--- src/rtl/bram_arbiter.sv ---
// Round-robin arbiter sharing one single-port BRAM bus between NUM_REQ
// requesters. Grant and bus drive are combinational; read data is routed
// back one cycle after the grant to the requester that issued the read.
// Optional feature macro: BRAM_ARBITER_LOCK_EN adds req_lock, letting the
// granted requester keep the bus for atomic read-modify-write sequences.
module bram_arbiter #(
  parameter int NUM_REQ    = 4,
  parameter int ADDR_WIDTH = 10,
  parameter int DATA_WIDTH = 32
) (
  input  logic                             clk,
  input  logic                             rst_n,
  input  logic [NUM_REQ-1:0]               req,
  input  logic [NUM_REQ-1:0]               req_we,
  input  logic [NUM_REQ*ADDR_WIDTH-1:0]    req_addr,
  input  logic [NUM_REQ*DATA_WIDTH-1:0]    req_wdata,
`ifdef BRAM_ARBITER_LOCK_EN
  input  logic [NUM_REQ-1:0]               req_lock,
`endif
  output logic [NUM_REQ-1:0]               gnt,
  output logic [NUM_REQ-1:0]               rvalid,
  output logic [DATA_WIDTH-1:0]            rdata,
  output logic [ADDR_WIDTH-1:0]            mem_address,
  output logic [DATA_WIDTH-1:0]            mem_write_data,
  output logic                             mem_write_enable,
  input  logic [DATA_WIDTH-1:0]            mem_read_data
);

  localparam int PTR_W = (NUM_REQ > 1) ? $clog2(NUM_REQ) : 1;

  logic [PTR_W-1:0]   rr_ptr;
  logic [PTR_W-1:0]   scan_idx;
  logic [PTR_W-1:0]   gnt_idx;
  logic [PTR_W-1:0]   next_ptr;
  logic               gnt_hit;
  logic               rd_grant;
  logic               rd_pending;
  logic [NUM_REQ-1:0] rd_tag;

`ifdef BRAM_ARBITER_LOCK_EN
  logic               lock_active;
  logic [PTR_W-1:0]   lock_idx;
`endif

  // Pick the winner: a held lock first, otherwise the first requester at or after rr_ptr
  always_comb begin
    gnt_hit  = 1'b0;
    gnt_idx  = '0;
    scan_idx = '0;
    if (rst_n) begin
`ifdef BRAM_ARBITER_LOCK_EN
      if (lock_active && req[lock_idx] && req_lock[lock_idx]) begin
        gnt_hit = 1'b1;
        gnt_idx = lock_idx;
      end
`endif
      for (int k = 0; k < NUM_REQ; k++) begin
        scan_idx = PTR_W'((int'(rr_ptr) + k) % NUM_REQ);
        if (!gnt_hit && req[scan_idx]) begin
          gnt_hit = 1'b1;
          gnt_idx = scan_idx;
        end
      end
    end
  end

  assign next_ptr = (int'(gnt_idx) == NUM_REQ - 1) ? '0 : gnt_idx + 1'b1;
  assign rd_grant = gnt_hit && !req_we[gnt_idx];

  // Drive the one-hot grant and the winner's access onto the BRAM bus; idle bus is all zero
  always_comb begin
    gnt              = '0;
    mem_address      = '0;
    mem_write_data   = '0;
    mem_write_enable = 1'b0;
    if (gnt_hit) begin
      gnt[gnt_idx]     = 1'b1;
      mem_address      = req_addr[int'(gnt_idx)*ADDR_WIDTH +: ADDR_WIDTH];
      mem_write_data   = req_wdata[int'(gnt_idx)*DATA_WIDTH +: DATA_WIDTH];
      mem_write_enable = req_we[gnt_idx];
    end
  end

  // Advance the round-robin pointer past each winner and tag the read in flight
  always_ff @(posedge clk or negedge rst_n) begin
    if (!rst_n) begin
      rr_ptr     <= '0;
      rd_pending <= 1'b0;
      rd_tag     <= '0;
    end else begin
      if (gnt_hit) begin
        rr_ptr <= next_ptr;
      end
      rd_pending <= rd_grant;
      rd_tag     <= rd_grant ? gnt : '0;
    end
  end

`ifdef BRAM_ARBITER_LOCK_EN
  // Remember a locking winner; the lock lapses as soon as it is not re-granted through it
  always_ff @(posedge clk or negedge rst_n) begin
    if (!rst_n) begin
      lock_active <= 1'b0;
      lock_idx    <= '0;
    end else begin
      lock_active <= gnt_hit && req_lock[gnt_idx];
      lock_idx    <= gnt_idx;
    end
  end
`endif

  // ---- read return stage: BRAM data lands one cycle after the read grant ----
  assign rvalid = rd_pending ? rd_tag : '0;
  assign rdata  = rd_pending ? mem_read_data : '0;

endmodule
--- config.mk ---
export PLATFORM = sky130hd
export DESIGN_NAME = bram_arbiter
export DESIGN_NICKNAME = d
export VERILOG_FILES = /design/src/rtl/bram_arbiter.sv
export SDC_FILE = /design/constraint.sdc
export NUM_CORES = 1
export LEC_CHECK = 0
export ABC_CLOCK_PERIOD_IN_PS = 2770
export CORE_AREA = 8 8 109 111
export CTS_CLUSTER_DIAMETER = 80
export DETAILED_ROUTE_END_ITERATION = 16
export DIE_AREA = 0 0 117 119
export HOLD_SLACK_MARGIN = 0.06
export MAX_ROUTING_LAYER = met4
export PLACE_DENSITY = 0.73
export SLEW_MARGIN = 5
export SYNTH_ARGS = -nofsm -noshare
export SYNTH_HDL_FRONTEND = slang
export SYNTH_SLANG_ARGS = --single-unit
--- constraint.sdc ---
create_clock -name clk -period 2.77 [get_ports clk]
set_clock_uncertainty 0.2 [all_clocks]
set_input_delay 0.6925 -clock clk [delete_from_list [all_inputs] [get_ports clk]]
set_output_delay 0.6925 -clock clk [all_outputs]
set_load 0.02 [all_outputs]
==> impl_metrics.json, run 1 <==
{
  "status": "complete, but fails checks",
  "violations": "negative setup slack",
  "cellLeakagePower_nw": 2.76,
  "power_density_nw_per_um2": 407,
  "synthSimpleGateAreaFrac": 0.289,
  "dp.cells": 722,
  "cts_buffers": 3,
  "worstSetupStartpointType": "input port",
  "grt.total_usage": 0.240,
  "cts_sinks": 7,
  "r2r_setup_slack_ns": 0.40,
  "ys_ff_latch": 7,
  "cp.required_ns": 1.88,
  "cp_data_arrival_time_ns": 2.34,
  "synth_top_area_cell": "a221o_1",
  "min_period_ns": 3.23,
  "ys_types": 33,
  "cap_viol_max_count": 0,
  "synth_mux_area_frac": 0.00489,
  "rsz0062_at_grt": "true",
  "drc": 0,
  "grt_pass1_wl_mm": 25.2,
  "comb_power_share": 0.886,
  "start_util": 0.203,
  "final_cell_count_no_fill": 774,
  "portBuffers": 292,
  "via_count": 4066,
  "synth_cells": 299,
  "antenna_found_initial": 0,
  "die_h_um": 119,
  "synth_compound_area_frac": 0.492,
  "utilization": 0.618,
  "grt_overflow": 0,
  "hold_path.class": "input port to asynchronous set/reset pin",
  "hold_viol": 0,
  "yosysTopAreaCellShare": 0.205,
  "drt-total-wl_mm": 18.0,
  "synth_nets": 513,
  "n_fill_cell": 839,
  "net-switching-power_w": 0.00116,
  "synth_ff_type": "dfrtp_1",
  "ant_nets": 0,
  "internal_power_w": 0.00137,
  "max_freq_ghz": 0.309,
  "slew_headroom": 0.734,
  "firstDrtPassIters": 4,
  "layout-drive-gt1-share": 0.309,
  "synth_area_leaders": "a221o_1 21%, and2_1 12%, o21ai_0 11%",
  "htreeDepth": 1,
  "clkPwrFrac": 0.058,
  "swShare": 0.459,
  "slew_viol_final": 0,
  "yosys_warnings": 0,
  "crit_type": "input port to primary output",
  "reg2reg_depth": 9,
  "multi_input_comb_area_sq_um": 2020,
  "netlist_area_sq_um": 2050,
  "worst_skew_pair.late_latency_ns": 0.23,
  "place_congestion": 0.879,
  "drtIter0Drc": 226,
  "dp_hpwl_mm": 12.3,
  "fin_tns_setup_ns": -19.27,
  "core_region_area_sq_um": 10100,
  "period_share": 1.17,
  "die_area_sq_um": 13900,
  "final-setup-viol-count": 47,
  "synth_area_per_cell_sq_um": 6.85,
  "async_flop_share": 1.00,
  "nNetsFinal": 853,
  "critPathCaptureType": "primary output",
  "die_w_um": 117,
  "irDropWorstVdd_v": 0.000209,
  "cts_tree": "yes",
  "yosysSeqAreaShare": 0.0856,
  "routedWlPerCell_um": 23.3,
  "synth_xor_area_frac": 0,
  "syn2layout_area_growth_pct": 205,
  "synth_top_family_by_area": "compound AO/OA/AOI/OAI gates",
  "avgViaCountPerCell": 5.25,
  "io_pins": 293,
  "num_antenna_cells": 0,
  "grt_max_degree": 46,
  "clockBufferDepth": 2,
  "clk_pin_slew_worst_paths_ns": 0.04,
  "rows": 37,
  "cts_hold_buf": 0,
  "pwr-share-seq": 0.056,
  "tightest_slew_ns": 0.394,
  "r2r-start": "rr_ptr[1]",
  "timing.hold.ws_ns": 0.237,
  "seq_area_sq_um": 176,
  "crit_fanout": 6,
  "cts-root-buf": "clkbuf_8",
  "r2r_end": "rd_tag[2]",
  "setup_ws_ns": -0.463,
  "grt_pass1_vias": 4302,
  "synthAdderAreaFrac": 0.0244,
  "synth_edf_count": 0
}
kinds of logic (layout without fill, tap and decap cells):
logic type               after synthesis  count (layout)
flip-flops                             7               7
buffers and inverters                 39             371
AND/OR/NAND/NOR                      102             109
AO/OA/AOI/OAI                        146             146
adder cells (fa/ha/maj)                4               4
multiplexers                           1               1
Yosys cell counts (2+ instances only):
master    number
a21oi_1       44
o21ai_0       45
dfrtp_1        7
nand3_1       43
a221o_1       42
nor3_4         2
buf_6          8
nand2_1        6
a21boi_0       4
nor4_1         2
and2_1        40
a21oi_2        2
ha_1           4
nand2b_1       3
a21o_1         2
inv_1          4
nor2_1         2
clkbuf_1      24
repair_timing:
item                                    CTS  global route
endpoints found under the setup margin   60            65
endpoints found under the hold margin     0             0
resized for setup                       358            56
pin swaps                                15             5
setup buffers                            35             5
cloned                                    9             1
cells in the final DEF, fill, tap and decap left out, types with 4 or more instances in the layout:
cell type        instances
a21oi_1                 11
o21ai_0                 44
dlygate4sd2_1            9
buf_4                   42
nor2_4                  10
and2_4                   4
and2_1                  36
buf_8                    4
buf_12                  12
clkdlybuf4s50_1        211
a21oi_4                  6
buf_6                   59
nand2_1                  5
a221o_1                 42
nand3_1                 43
dlymetal6s2s_1          18
a21oi_2                 29
dfrtp_1                  6
a21boi_0                 4
cell type report:
class | instances | share of cell area
inverter | 6 | 0.00521
timing repair buffer | 361 | 0.607
sequential | 7 | 0.0283
clock buffer | 3 | 0.00662
clock inverter | 1 | 0.000802
multi-input combinational | 260 | 0.324
tap | 136 | 0.0273
stage by stage:
| stage | power, W | cell area, sq um | setup WS [ns] |
|---|---|---|---|
| after floorplan | 0.00101 | 2080 | -0.121 |
| after global placement | 0.00193 | 5250 | -1.72 |
| after detailed placement | 0.00195 | 5250 | -1.78 |
| after CTS | 0.00242 | 6020 | -0.466 |
| after global routing | 0.00267 | 6240 | -0.510 |
| final | 0.00254 | 6240 | -0.463 |
power by group through the flow:
stage          Combinational, W  Clock [W]  Sequential (W)
4_1_cts                 0.00214   0.000148        0.000139
3_3_place_gp            0.00180          0        0.000131
3_5_place_dp            0.00182          0        0.000131
6_report                0.00225   0.000147        0.000142
2_1_floorplan          0.000881          0        0.000133
5_1_grt                 0.00237   0.000154        0.000142
worst max-delay path by stage:
stage | start | to | cells after the start
global placement | req[1] | mem_write_data[11] | 8
detailed placement | req[1] | mem_write_data[11] | 8
finish | req[1] | mem_address[8] | 10
global route | req[1] | mem_address[8] | 10
floorplan | req[1] | mem_address[0] | 7
CTS | req[1] | mem_write_data[17] | 10
sequential cells by signal, indices dropped and copies added, names as in the netlist:
register	flops
rd_tag	4
rr_ptr	2
rd_pending	1
layer usage:
| layer | part of all wire | track usage | routed length (um) |
|---|---|---|---|
| met1 | 0.36 | 0.247 | 6440 |
| met2 | 0.53 | 0.445 | 9490 |
| met3 | 0.092 | 0.0490 | 1660 |
| met4 | 0.023 | 0.0673 | 410 |
| met5 | 0 | - | 0 |
worst max-delay path, cell delays in order:
cell	delay [ns]
buf_8	0.10
and2b_2	0.23
a221oi_4	0.07
buf_4	0.15
o31ai_4	0.20
buf_6	0.22
buf_8	0.15
a21oi_2	0.04
a221o_1	0.31
buf_12	0.15
(Power assumes the default switching activity.)
==> inputs of run 2 (changes only) <==
CAP_MARGIN = 20   (was default)
RECOVER_POWER = 25   (was default)
==> run 2 against run 1 <==
The run still ends with negative setup slack left. Final area is 0.18% lower. Register-to-register slack barely moved. Global-route usage unchanged. Routed wire length is essentially flat. Critical path type unchanged. Critical endpoint is now mem_write_data[31]. Largest cell class unchanged.
==> impl_metrics.json, run 2 (same netlist as run 1, synthesis figures left out) <==
{
  "status": "complete, but fails checks",
  "violations": "negative setup slack",
  "cellLeakagePower_nw": 2.75,
  "htreeDepth": 1,
  "max_freq_ghz": 0.310,
  "crit_fanout": 6,
  "via_count": 4052,
  "r2r-start": "rr_ptr[1]",
  "crit_type": "input port to primary output",
  "final_cell_mix": "211 x clkdlybuf4s50_1, 59 x buf_6, 44 x o21ai_0",
  "drtIter0Drc": 205,
  "routedWlPerCell_um": 23.3,
  "tightest_slew_ns": 0.384,
  "grt.total_usage": 0.240,
  "grt_pass1_wl_mm": 25.2,
  "io_pins": 293,
  "power_density_nw_per_um2": 407,
  "die_area_sq_um": 13900,
  "period_share": 1.17,
  "clk_pin_slew_worst_paths_ns": 0.04,
  "cp_data_arrival_time_ns": 2.34,
  "clockBufferDepth": 2,
  "cp.required_ns": 1.88,
  "core_region_area_sq_um": 10100,
  "utilization": 0.617,
  "critPathMostFrequentCell": "buf_6",
  "worstSetupStartpointType": "input port",
  "reg_top3": "rd_tag x4, rr_ptr x2, rd_pending x1",
  "path_cells": "buf_8 > and2b_2 > a221oi_4 > buf_4 > o31ai_4 > buf_6 > clkbuf_16 > a21oi_2 > a221o_1 > buf_6",
  "grt_pass1_vias": 4302,
  "final-setup-viol-count": 47,
  "avgViaCountPerCell": 5.24,
  "start_util": 0.203,
  "cp.depth": 10,
  "num_antenna_cells": 0,
  "slowest_delay_ns": 0.29,
  "cts_sinks": 7,
  "final_cell_count_no_fill": 774,
  "r2r_end": "rd_tag[2]",
  "pre_cts_ws_ns": -1.78,
  "slew_viol_final": 0,
  "portBuffers": 292,
  "antenna_found_initial": 0,
  "layout-drive-gt1-share": 0.304,
  "cts-root-buf": "clkbuf_8",
  "grt_overflow": 0,
  "final_common_cell": "clkdlybuf4s50_1",
  "cpMaxStageDelayCell": "a221o_1",
  "firstDrtPassIters": 6,
  "dp.cells": 722,
  "slew_headroom": 0.741,
  "cts_tree": "yes",
  "reg2reg_depth": 9,
  "startpoint": "req[1]",
  "rsz0062_at_grt": "true",
  "syn2layout_area_growth_pct": 204,
  "place_congestion": 0.879,
  "critPathCaptureType": "primary output",
  "cap_viol_max_count": 0,
  "min_period_ns": 3.23,
  "die_w_um": 117,
  "dp_hpwl_mm": 12.3,
  "hold_path.class": "input port to asynchronous set/reset pin",
  "crit_end": "mem_write_data[31]",
  "drt-total-wl_mm": 18.0,
  "hold_viol": 0,
  "worst_skew_pair.late_latency_ns": 0.23,
  "r2r_setup_slack_ns": 0.40,
  "largest_reg_flops": 4,
  "nNetsFinal": 853,
  "cts_buffers": 3,
  "rows": 37,
  "irDropWorstVdd_v": 0.000209,
  "fin_tns_setup_ns": -19.19,
  "grt_max_degree": 46,
  "timing.hold.ws_ns": 0.316,
  "regMostFlops": "rd_tag",
  "drc": 0,
  "crit_family": "buffers and inverters",
  "setup_ws_ns": -0.461,
  "die_h_um": 119,
  "critical_path_buf_inv_count": 5,
  "ant_nets": 0
}
-- run 2: changes by cell type in the layout (fill, tap and decap cells not counted), sizes merged --
cell / change
buf: -3
clkbuf: +3
-- run 2: timing repair --
action / 4_1_cts / 5_1_grt
gates resized for setup: 358 / 56
hold buffers: 0 / 0
gates cloned: 9 / 1
pin swaps: 15 / 5
setup buffers: 35 / 5
endpoints found under the setup margin: 60 / 65
-- run 2: area by class of cell --
| cell class | instances | area [sq um] |
|---|---|---|
| Clock buffer | 3 | 41.3 |
| Sequential cell | 7 | 176 |
| Multi-Input combinational cell | 260 | 2020 |
| Clock inverter | 1 | 5.00 |
| Timing Repair Buffer | 361 | 3780 |
| Tap cell | 136 | 170 |
| Fill cell | 845 | 3860 |
| Inverter | 6 | 32.5 |
-- run 2: per-stage QoR --
step	area, sq um	power (W)
after floorplan	2080	0.00101
after global placement	5250	0.00193
after detailed placement	5250	0.00195
final	6230	0.00254
after global routing	6230	0.00267
after CTS	6020	0.00242
-- run 2: worst min-delay path by stage --
stage	endpoint	start	cells past startpoint	slack, ns
6_report	rd_tag[3]	rst_n	2	0.32
5_1_grt	rd_tag[0]	rst_n	2	0.35
4_1_cts	rd_tag[0]	rst_n	2	0.38
3_5_place_dp	rr_ptr[1]	rr_ptr[1]	3	0.47
3_3_place_gp	rr_ptr[1]	rr_ptr[1]	3	0.46
2_1_floorplan	rd_pending	rst_n	0	0.20
-- run 2: power breakdown --
group | internal [W] | switching (W) | leakage [nW] | total, W
Combinational | 0.00116 | 0.00109 | 2.64 | 0.00225
Clock | 0.0000978 | 0.0000500 | 0.0255 | 0.000148
Sequential | 0.000118 | 0.0000234 | 0.0904 | 0.000141
Total | 0.00137 | 0.00116 | 2.75 | 0.00254
-- run 2: per-layer routing --
metal	track usage	vias up	routed length (um)
met1	0.247	1936	6490
met5	-	-	0
met3	0.0490	31	1640
met4	0.0673	0	426
met2	0.445	244	9460
li1	-	1841	-
==> inputs of run 3 (changes only) <==
CAP_MARGIN = 10   (was 20)
==> results of run 3 <==
No change in the layout: final DEF, timing and power equal those of run 2.
